===== src/rtl/prog_loader_pkg.sv =====
// -----------------------------------------------------------------------------
// prog_loader_pkg
//   Shared definitions for the program loader: FSM state encoding, the
//   default load address, the word geometry used by the byte packer, and a
//   helper that turns a requested base address into the aligned start address.
// -----------------------------------------------------------------------------
package prog_loader_pkg;

    typedef enum logic [1:0] {
        IDLE    = 2'd0,
        COLLECT = 2'd1,
        WRITE   = 2'd2,
        DONE    = 2'd3
    } state_t;

    localparam logic [31:0] DEFAULT_BASE   = 32'd128;
    localparam int          BYTES_PER_WORD = 4;
    localparam int          BYTE_IDX_W     = $clog2(BYTES_PER_WORD);

    // A zero base means "use the default"; the result is always word aligned.
    function automatic logic [31:0] load_addr(input logic [31:0] base,
                                              input logic [31:0] dflt);
        logic [31:0] a;
        a = (base == 32'd0) ? dflt : base;
        return {a[31:2], 2'b00};
    endfunction

endpackage


===== src/rtl/prog_loader_byte_packer.sv =====
// -----------------------------------------------------------------------------
// byte_packer
//   Assembles a 32-bit word from a byte stream, first byte in bits 31:24.
//
//   clk, reset  : clock, synchronous active-high reset
//   clear       : synchronous clear of the partial word and byte index
//   shift_en    : a byte is accepted this cycle
//   byte_in     : byte being accepted
//   word_full   : the byte accepted this cycle completes the word
//   word_next   : word as it will look after this cycle's shift; when
//                 word_full is high this is the complete assembled word
// -----------------------------------------------------------------------------
module byte_packer
    import prog_loader_pkg::*;
(
    input  logic        clk,
    input  logic        reset,
    input  logic        clear,
    input  logic        shift_en,
    input  logic [7:0]  byte_in,
    output logic        word_full,
    output logic [31:0] word_next
);

    logic [31:0]           word;
    logic [BYTE_IDX_W-1:0] idx;

    assign word_next = {word[23:0], byte_in};
    assign word_full = shift_en && (idx == BYTE_IDX_W'(BYTES_PER_WORD - 1));

    // The index is a power-of-two counter, so it wraps to 0 on its own when
    // the last byte of a word is shifted in.
    always_ff @(posedge clk) begin
        if (reset || clear) begin
            word <= '0;
            idx  <= '0;
        end else if (shift_en) begin
            word <= word_next;
            idx  <= idx + 1'b1;
        end
    end

endmodule


===== src/rtl/prog_loader.sv =====
// -----------------------------------------------------------------------------
// prog_loader
//   Loads a program into instruction memory from a byte stream. Bytes are
//   packed big-endian into 32-bit words, each word is written at consecutive
//   word addresses, and a running mod-2^32 checksum of written words is kept.
//
//   Parameters
//     DEFAULT_BASE : load address used when base_addr is 0
//     CNT_W        : width of word_count and the internal word counter
//
//   Ports
//     clk, reset              : clock, synchronous active-high reset
//     start, base_addr,
//     word_count              : load request (sampled only in IDLE)
//     abort                   : cancel a load in progress
//     byte_valid, byte_data,
//     byte_ready              : byte stream handshake
//     mem_we, mem_addr,
//     mem_wdata, mem_ack      : instruction memory write handshake
//     busy                    : not in IDLE
//     done                    : one-cycle pulse on successful completion
//     checksum                : sum of words written by the current/last load
// -----------------------------------------------------------------------------
module prog_loader #(
    parameter logic [31:0] DEFAULT_BASE = prog_loader_pkg::DEFAULT_BASE,
    parameter int          CNT_W        = 16
) (
    input  logic             clk,
    input  logic             reset,
    input  logic             start,
    input  logic [31:0]      base_addr,
    input  logic [CNT_W-1:0] word_count,
    input  logic             abort,
    input  logic             byte_valid,
    input  logic [7:0]       byte_data,
    output logic             byte_ready,
    output logic             mem_we,
    output logic [31:0]      mem_addr,
    output logic [31:0]      mem_wdata,
    input  logic             mem_ack,
    output logic             busy,
    output logic             done,
    output logic [31:0]      checksum
);

    import prog_loader_pkg::*;

    state_t           state;
    logic [CNT_W-1:0] count;

    logic             pk_clear;
    logic             pk_shift;
    logic             pk_full;
    logic [31:0]      pk_word;

    // Partial words only live in COLLECT; holding the packer clear everywhere
    // else discards a half-built word on abort and restarts each word at
    // byte 0.
    assign pk_clear = (state != COLLECT);
    assign pk_shift = byte_ready && byte_valid && !abort;

    byte_packer u_packer (
        .clk       (clk),
        .reset     (reset),
        .clear     (pk_clear),
        .shift_en  (pk_shift),
        .byte_in   (byte_data),
        .word_full (pk_full),
        .word_next (pk_word)
    );

    // All outputs are registered and set together with the state transition
    // that makes them true, so they line up exactly with the state.
    always_ff @(posedge clk) begin
        if (reset) begin
            state      <= IDLE;
            count      <= '0;
            byte_ready <= 1'b0;
            mem_we     <= 1'b0;
            mem_addr   <= '0;
            mem_wdata  <= '0;
            busy       <= 1'b0;
            done       <= 1'b0;
            checksum   <= '0;
        end else begin
            case (state)
                IDLE: begin
                    done <= 1'b0;
                    if (start) begin
                        checksum <= '0;
                        busy     <= 1'b1;
                        if (word_count != '0) begin
                            state      <= COLLECT;
                            mem_addr   <= load_addr(base_addr, DEFAULT_BASE);
                            count      <= word_count;
                            byte_ready <= 1'b1;
                        end else begin
                            state <= DONE;
                            done  <= 1'b1;
                        end
                    end
                end

                COLLECT: begin
                    if (abort) begin
                        state      <= IDLE;
                        byte_ready <= 1'b0;
                        busy       <= 1'b0;
                    end else if (pk_full) begin
                        state      <= WRITE;
                        mem_wdata  <= pk_word;
                        byte_ready <= 1'b0;
                        mem_we     <= 1'b1;
                    end
                end

                WRITE: begin
                    // abort wins over a same-cycle ack: the word is dropped
                    // and not added to the checksum.
                    if (abort) begin
                        state  <= IDLE;
                        mem_we <= 1'b0;
                        busy   <= 1'b0;
                    end else if (mem_ack) begin
                        mem_we   <= 1'b0;
                        mem_addr <= mem_addr + 32'd4;
                        checksum <= checksum + mem_wdata;
                        count    <= count - 1'b1;
                        if (count == CNT_W'(1)) begin
                            state <= DONE;
                            done  <= 1'b1;
                        end else begin
                            state      <= COLLECT;
                            byte_ready <= 1'b1;
                        end
                    end
                end

                DONE: begin
                    state <= IDLE;
                    done  <= 1'b0;
                    busy  <= 1'b0;
                end

                default: begin
                    state      <= IDLE;
                    byte_ready <= 1'b0;
                    mem_we     <= 1'b0;
                    busy       <= 1'b0;
                    done       <= 1'b0;
                end
            endcase
        end
    end

endmodule

===== config.mk =====
export PLATFORM = sky130hd
export DESIGN_NAME = prog_loader
export DESIGN_NICKNAME = d
export VERILOG_FILES = /design/src/rtl/prog_loader_pkg.sv /design/src/rtl/prog_loader_byte_packer.sv /design/src/rtl/prog_loader.sv
export SDC_FILE = /design/constraint.sdc
export NUM_CORES = 1
export LEC_CHECK = 0
export CORE_ASPECT_RATIO = 0.75
export CORE_MARGIN = 1.5
export CORE_UTILIZATION = 50
export CTS_CLUSTER_DIAMETER = 40
export DETAILED_ROUTE_END_ITERATION = 10
export PLACE_DENSITY = 0.78
export REMOVE_ABC_BUFFERS = 1
export SLEW_MARGIN = 10
export SYNTH_ARGS = -nofsm -noshare
export SYNTH_HDL_FRONTEND = slang
export SYNTH_SLANG_ARGS = --single-unit

===== constraint.sdc =====
create_clock -name clk -period 3.68 [get_ports clk]
set_input_delay 0.368 -clock clk [delete_from_list [all_inputs] [get_ports clk]]
set_output_delay 0.368 -clock clk [all_outputs]
set_load 0.02 [all_outputs]

# Word level (Yosys, flattened, before mapping)
# Index checks and enable logic that the tools add are counted.
# word_totals
regBits	144
latchBits	0
ram_bits	0
mem_bits_ro	0
in_bits	62
output_inout_bits	100
word_cells	99
memories	0
# op_classes
add_sub_neg	4
multipliers	0
n_div	0
magnitude_cmp	0
eq_ne	17
n_shift	0
mux	45
bitwise	1
n_reduce_logical	21
# op_table
cell	count
32-bit two-way mux	8
32-bit one-hot mux with 2 select lines	2
16-bit two-way mux	4
32-bit by 3-bit adder with 32-bit output (second input constant)	1
32-bit adder	1
32-bit zero test	1
16-bit one-hot mux with 2 select lines	1
1-bit two-way mux	18
16-bit by 1-bit == test with 1-bit output (second input constant)	1
2-bit != test (second input constant)	8
16-bit nonzero test	1
16-bit by 1-bit subtractor with 16-bit output (second input constant)	1
2-bit two-way mux	7
4-bit AND reduction	3
1-bit one-hot mux with 3 select lines	3
2-bit one-hot mux with 4 select lines	1
7-bit AND reduction	1
2-bit == test (second input constant)	3
3-bit != test (second input constant)	2
3-bit AND reduction	2
3-bit nonzero test	2
5-bit AND reduction	1
2-bit by 1-bit != test with 1-bit output (second input constant)	2
2-bit nonzero test	2
other kinds (10)	12

# Depth between registers and ports, before layout
# logic_depth
ltp_word	6
ltp_mapped	12
depth_no_buf	12

# Cells and area by module
# Synthesis repeated with hierarchy kept, for this count alone.
# hier_totals
hier_cells	1056
area_unflattened_um2	8129.0
# by_module_without_submodules
mod	instances	cells_per_inst	area_each_um2	seq_area_each_um2
prog_loader	1	961	7089.3	2322.2
byte_packer	1	95	1039.7	520.5

# Worst setup path before layout
# No wires, ideal clock.
# synth_path
path_kind	flip-flop to flip-flop
from	reg checksum[0]
to	reg checksum[30]
setup_ps	127
arrival_time_ps	2806
required_time_ps	3553
path_slack_ps	747
stages_incl_launch_ff	13
path_buffers	0
period_less_slack_ps	2933
cell_sequence	dfxtp_1 -> ha_1 -> inv_1 -> fa_1 -> and2b_1 -> o2111ai_2 -> a211oi_2 -> o21ai_1 -> a311oi_2 -> a21oi_2 -> o21ai_2 -> nor4_1 -> or3_1
# synth_via
elab_chain_cells	4
# synth_lines
element	line_no	text
start, declared	prog_loader.sv:43	output logic [31:0] checksum
start signal, assigned	prog_loader.sv:127	checksum <= checksum + mem_wdata;
32-bit adder	prog_loader.sv:127	
32-bit two-way mux	prog_loader.sv:124	end else if (mem_ack) begin
32-bit two-way mux	prog_loader.sv:120	if (abort) begin
32-bit one-hot mux with 2 select lines	prog_loader.sv:86	case (state)
# No other way between the ends. The select of a mux whose other input is x is not followed.
# A chain may end at the register's enable or synchronous reset.

# Worst setup path in the final report
# Same ends and word-level chain as after synthesis.

==> metrics.txt <==
final setup fails=0; Synth async-reset ratio=0; DR vias=7949; Worst Setup Start Kind=flop; Total Wirelength=22700 um; hold_buf cts=0; status=finished, final reports clean; gp weighted congestion=0.916; hold path start=reset; Primary FF master, synth=dfxtp_1; layout cells sized above 1=0.0577; Total Routing Usage GR=0.282; Gate Count Post-Synth=about 1000; HPWL after detailed placement=between 15000 and 20000 um; dpl cell area=9560 um^2; max cap viols=0; synthesized area=roughly 7800 um^2; P&R area growth vs syn=30.7%; CTS root buffer=clkbuf_16; placed cells=approximately 1400; Area contributors post-synth=dfxtp_1 (36%), nand2_1 (10%), a21oi_1 (8.1%); top cells by count, synth=nand2_1 (212), dfxtp_1 (142), a21oi_1 (126); Die Span Y=111 um; core area=15200 um^2; portion of synthesized cell area occupied by the leading cell type=0.365; post-synthesis sequential area ratio=0.365; H-Tree Depth=4; FP Rows=39; Synth Register Bits=around 140; residual DRC count=0; multi-input combinational cell area=~4700 um^2; CP Class=reg2reg; Worst R2R Start=checksum[0]; mean post-synth cell area=~7.6 um^2; clk buf depth=2; Seq. cell area=approximately 2800 um^2; RSZ-0062 raised after global routing=false; fmax=between 0.3 and 0.4 GHz; Nets=1268; Vias/cell=5.75; final instance area=approximately 10000 um^2; YS warnings=0; Leak=3.77 nW; area leader, netlist=dfxtp_1; final clock skew=0.00940 ns; Final Hold Fails=0; initial antenna violation count=0; GR Overflow Total=0; TritonRoute pass-1 iters=6; per-cell routed wire length=16.4 um; aggregate negative setup slack=0 ns; FILL cells=1324; Pwr Density=587 nW/um^2; Die ar.=between 15000 and 20000 um^2; P_sw=2.21 mW; Max Slew Vio Count=0; worst min path class=in2reg; Min Hold Slack=around 0.36 ns; diode count=0; CP Launch Point=checksum[0]; CTS tree=yes; Flop pwr share=0.342; Critical Path Sink Type=flop; total CTS buffers=17; number of global-route vias before repair=7303; internal power=about 3.8 mW; Detailed Route Iter0 Violations=around 750; combinational share of power=0.348; Clk pin slew, worst setup/hold paths=~0.060 ns; Slew Limit Headroom=0.353; critical path required time=3.98 ns; period utilization=0.893; worst slew pin tran=0.970 ns; Critical Path AT=3.59 ns; Starting Density=0.512; first-pass GRT wire length=between 30000 and 40000 um; distinct cell type count after synthesis=66; clock sinks=142; Clock power frac=0.310; DRT antenna net count=0; largest net degree at the start of global routing=76; Peak VDD IR=0.366 mV; PortBufs=159; post-layout min period=3.29 ns; total power after layout=approximately 6 mW; worst-path maximum fanout=4; most common cell in the netlist=nand2_1; # Post-CTS Setup Buffers=0; EDFF count, synth=0; CTS resizes=0; worst skew pair latency=0.43 ns; Die W=147 um; top-level I/O count=162; Worst R2R Setup Slack=0.39 ns; Finished Layout Cells=1383; Net Sw Frac=0.370
-- layer usage --
metal / share of wire / wire, um / GRT usage / vias up
li1: - / - / - / 3954
met1: 0.49 / 11000 / 0.425 / 3697
met2: 0.43 / 9680 / 0.408 / 272
met3: 0.076 / 1720 / 0.0609 / 26
met4: 0.012 / 267 / 0.0593 / 0
met5: 0 / 0 / 0 / -
-- worst paths after layout --
check,depth (start not counted),end
max reg2reg,12,checksum[30]
max,12,checksum[30]
min,2,count[7]
min reg2reg,2,mem_wdata[27]
-- registers in the layout, indices dropped and copies added (netlist names) --
name / cells
u_packer.word: 24
done: 1
checksum: 32
state: 2
mem_we: 1
mem_addr: 30
byte_ready: 1
busy: 1
u_packer.idx: 2
mem_wdata: 32
count: 16
-- worst max-delay path, cell delays in order (launching register included) --
cell and delay [ns]:
dfxtp_1 0.35, ha_1 0.19, inv_1 0.06, fa_1 0.41, and2b_1 0.25, o2111ai_2 0.15
a211oi_2 0.37, o21ai_1 0.19, a311oi_2 0.43, a21oi_2 0.14, o21ai_2 0.21, nor4_1 0.07
or3_1 0.35
-- through the flow --
step / setup WS, ns / util
final: 0.392 / 0.669
after CTS: 0.416 / 0.669
after floorplan: -2.01 / -
after global routing: 0.159 / 0.669
after detailed placement: 0.501 / 0.628
after global placement: 0.586 / 0.628
-- cells by family (layout without fill, tap and decap cells) --
logic type               count (synthesis)  in the layout  synth area share
AO/OA/AOI/OAI                          320            320             0.254
adder cells (fa/ha/maj)                 41             41            0.0668
XOR/XNOR                                29             29            0.0326
flip-flops                             142            142             0.365
other                                    1              2          0.000481
AND/OR/NAND/NOR                        414            414             0.236
multiplexers                             6              6           0.00770
buffers and inverters                   76            224            0.0376
-- layout make-up --
cell class / instances / share of cell area
tap: 205 / 0.0252
inverter: 19 / 0.00700
clock inverter: 13 / 0.0185
sequential: 142 / 0.279
multi-input combinational: 812 / 0.459
timing repair buffer: 173 / 0.168
clock buffer: 19 / 0.0435
-- power by group through the flow --
stage | Clock (mW) | Combinational [mW] | Sequential, mW
after detailed placement | 0 | 2.05 | 2.07
after global placement | 0 | 2.02 | 2.06
after global routing | 1.94 | 2.29 | 2.08
after floorplan | 0 | 1.14 | 2.19
after CTS | 1.87 | 2.07 | 2.04
final | 1.85 | 2.08 | 2.05
-- cell usage in the layout, fill, tap and decap left out, types with 9 or more instances in the layout --
| cell type | Yosys | layout |
|---|---|---|
| inv_1 | 19 | 19 |
| nor4_1 | 16 | 16 |
| and3_1 | 9 | 9 |
| o21ai_0 | 62 | 62 |
| nand2b_1 | 12 | 12 |
| a21oi_1 | 126 | 125 |
| nand2_1 | 212 | 212 |
| xnor2_1 | 20 | 20 |
| nand4_1 | 11 | 11 |
| buf_4 | 2 | 14 |
| xor2_1 | 9 | 9 |
| nor2_1 | 80 | 79 |
| nand3_1 | 27 | 27 |
| ha_1 | 40 | 39 |
| clkbuf_16 | 0 | 17 |
| nor3_1 | 18 | 18 |
| a31oi_1 | 9 | 9 |
| o22ai_1 | 9 | 9 |
| clkdlybuf4s50_1 | 0 | 158 |
| a21o_1 | 16 | 16 |
| a211oi_1 | 22 | 22 |
| a22oi_1 | 25 | 25 |
| dfxtp_1 | 142 | 142 |
No activity file was read; power rests on OpenSTA's default activity.
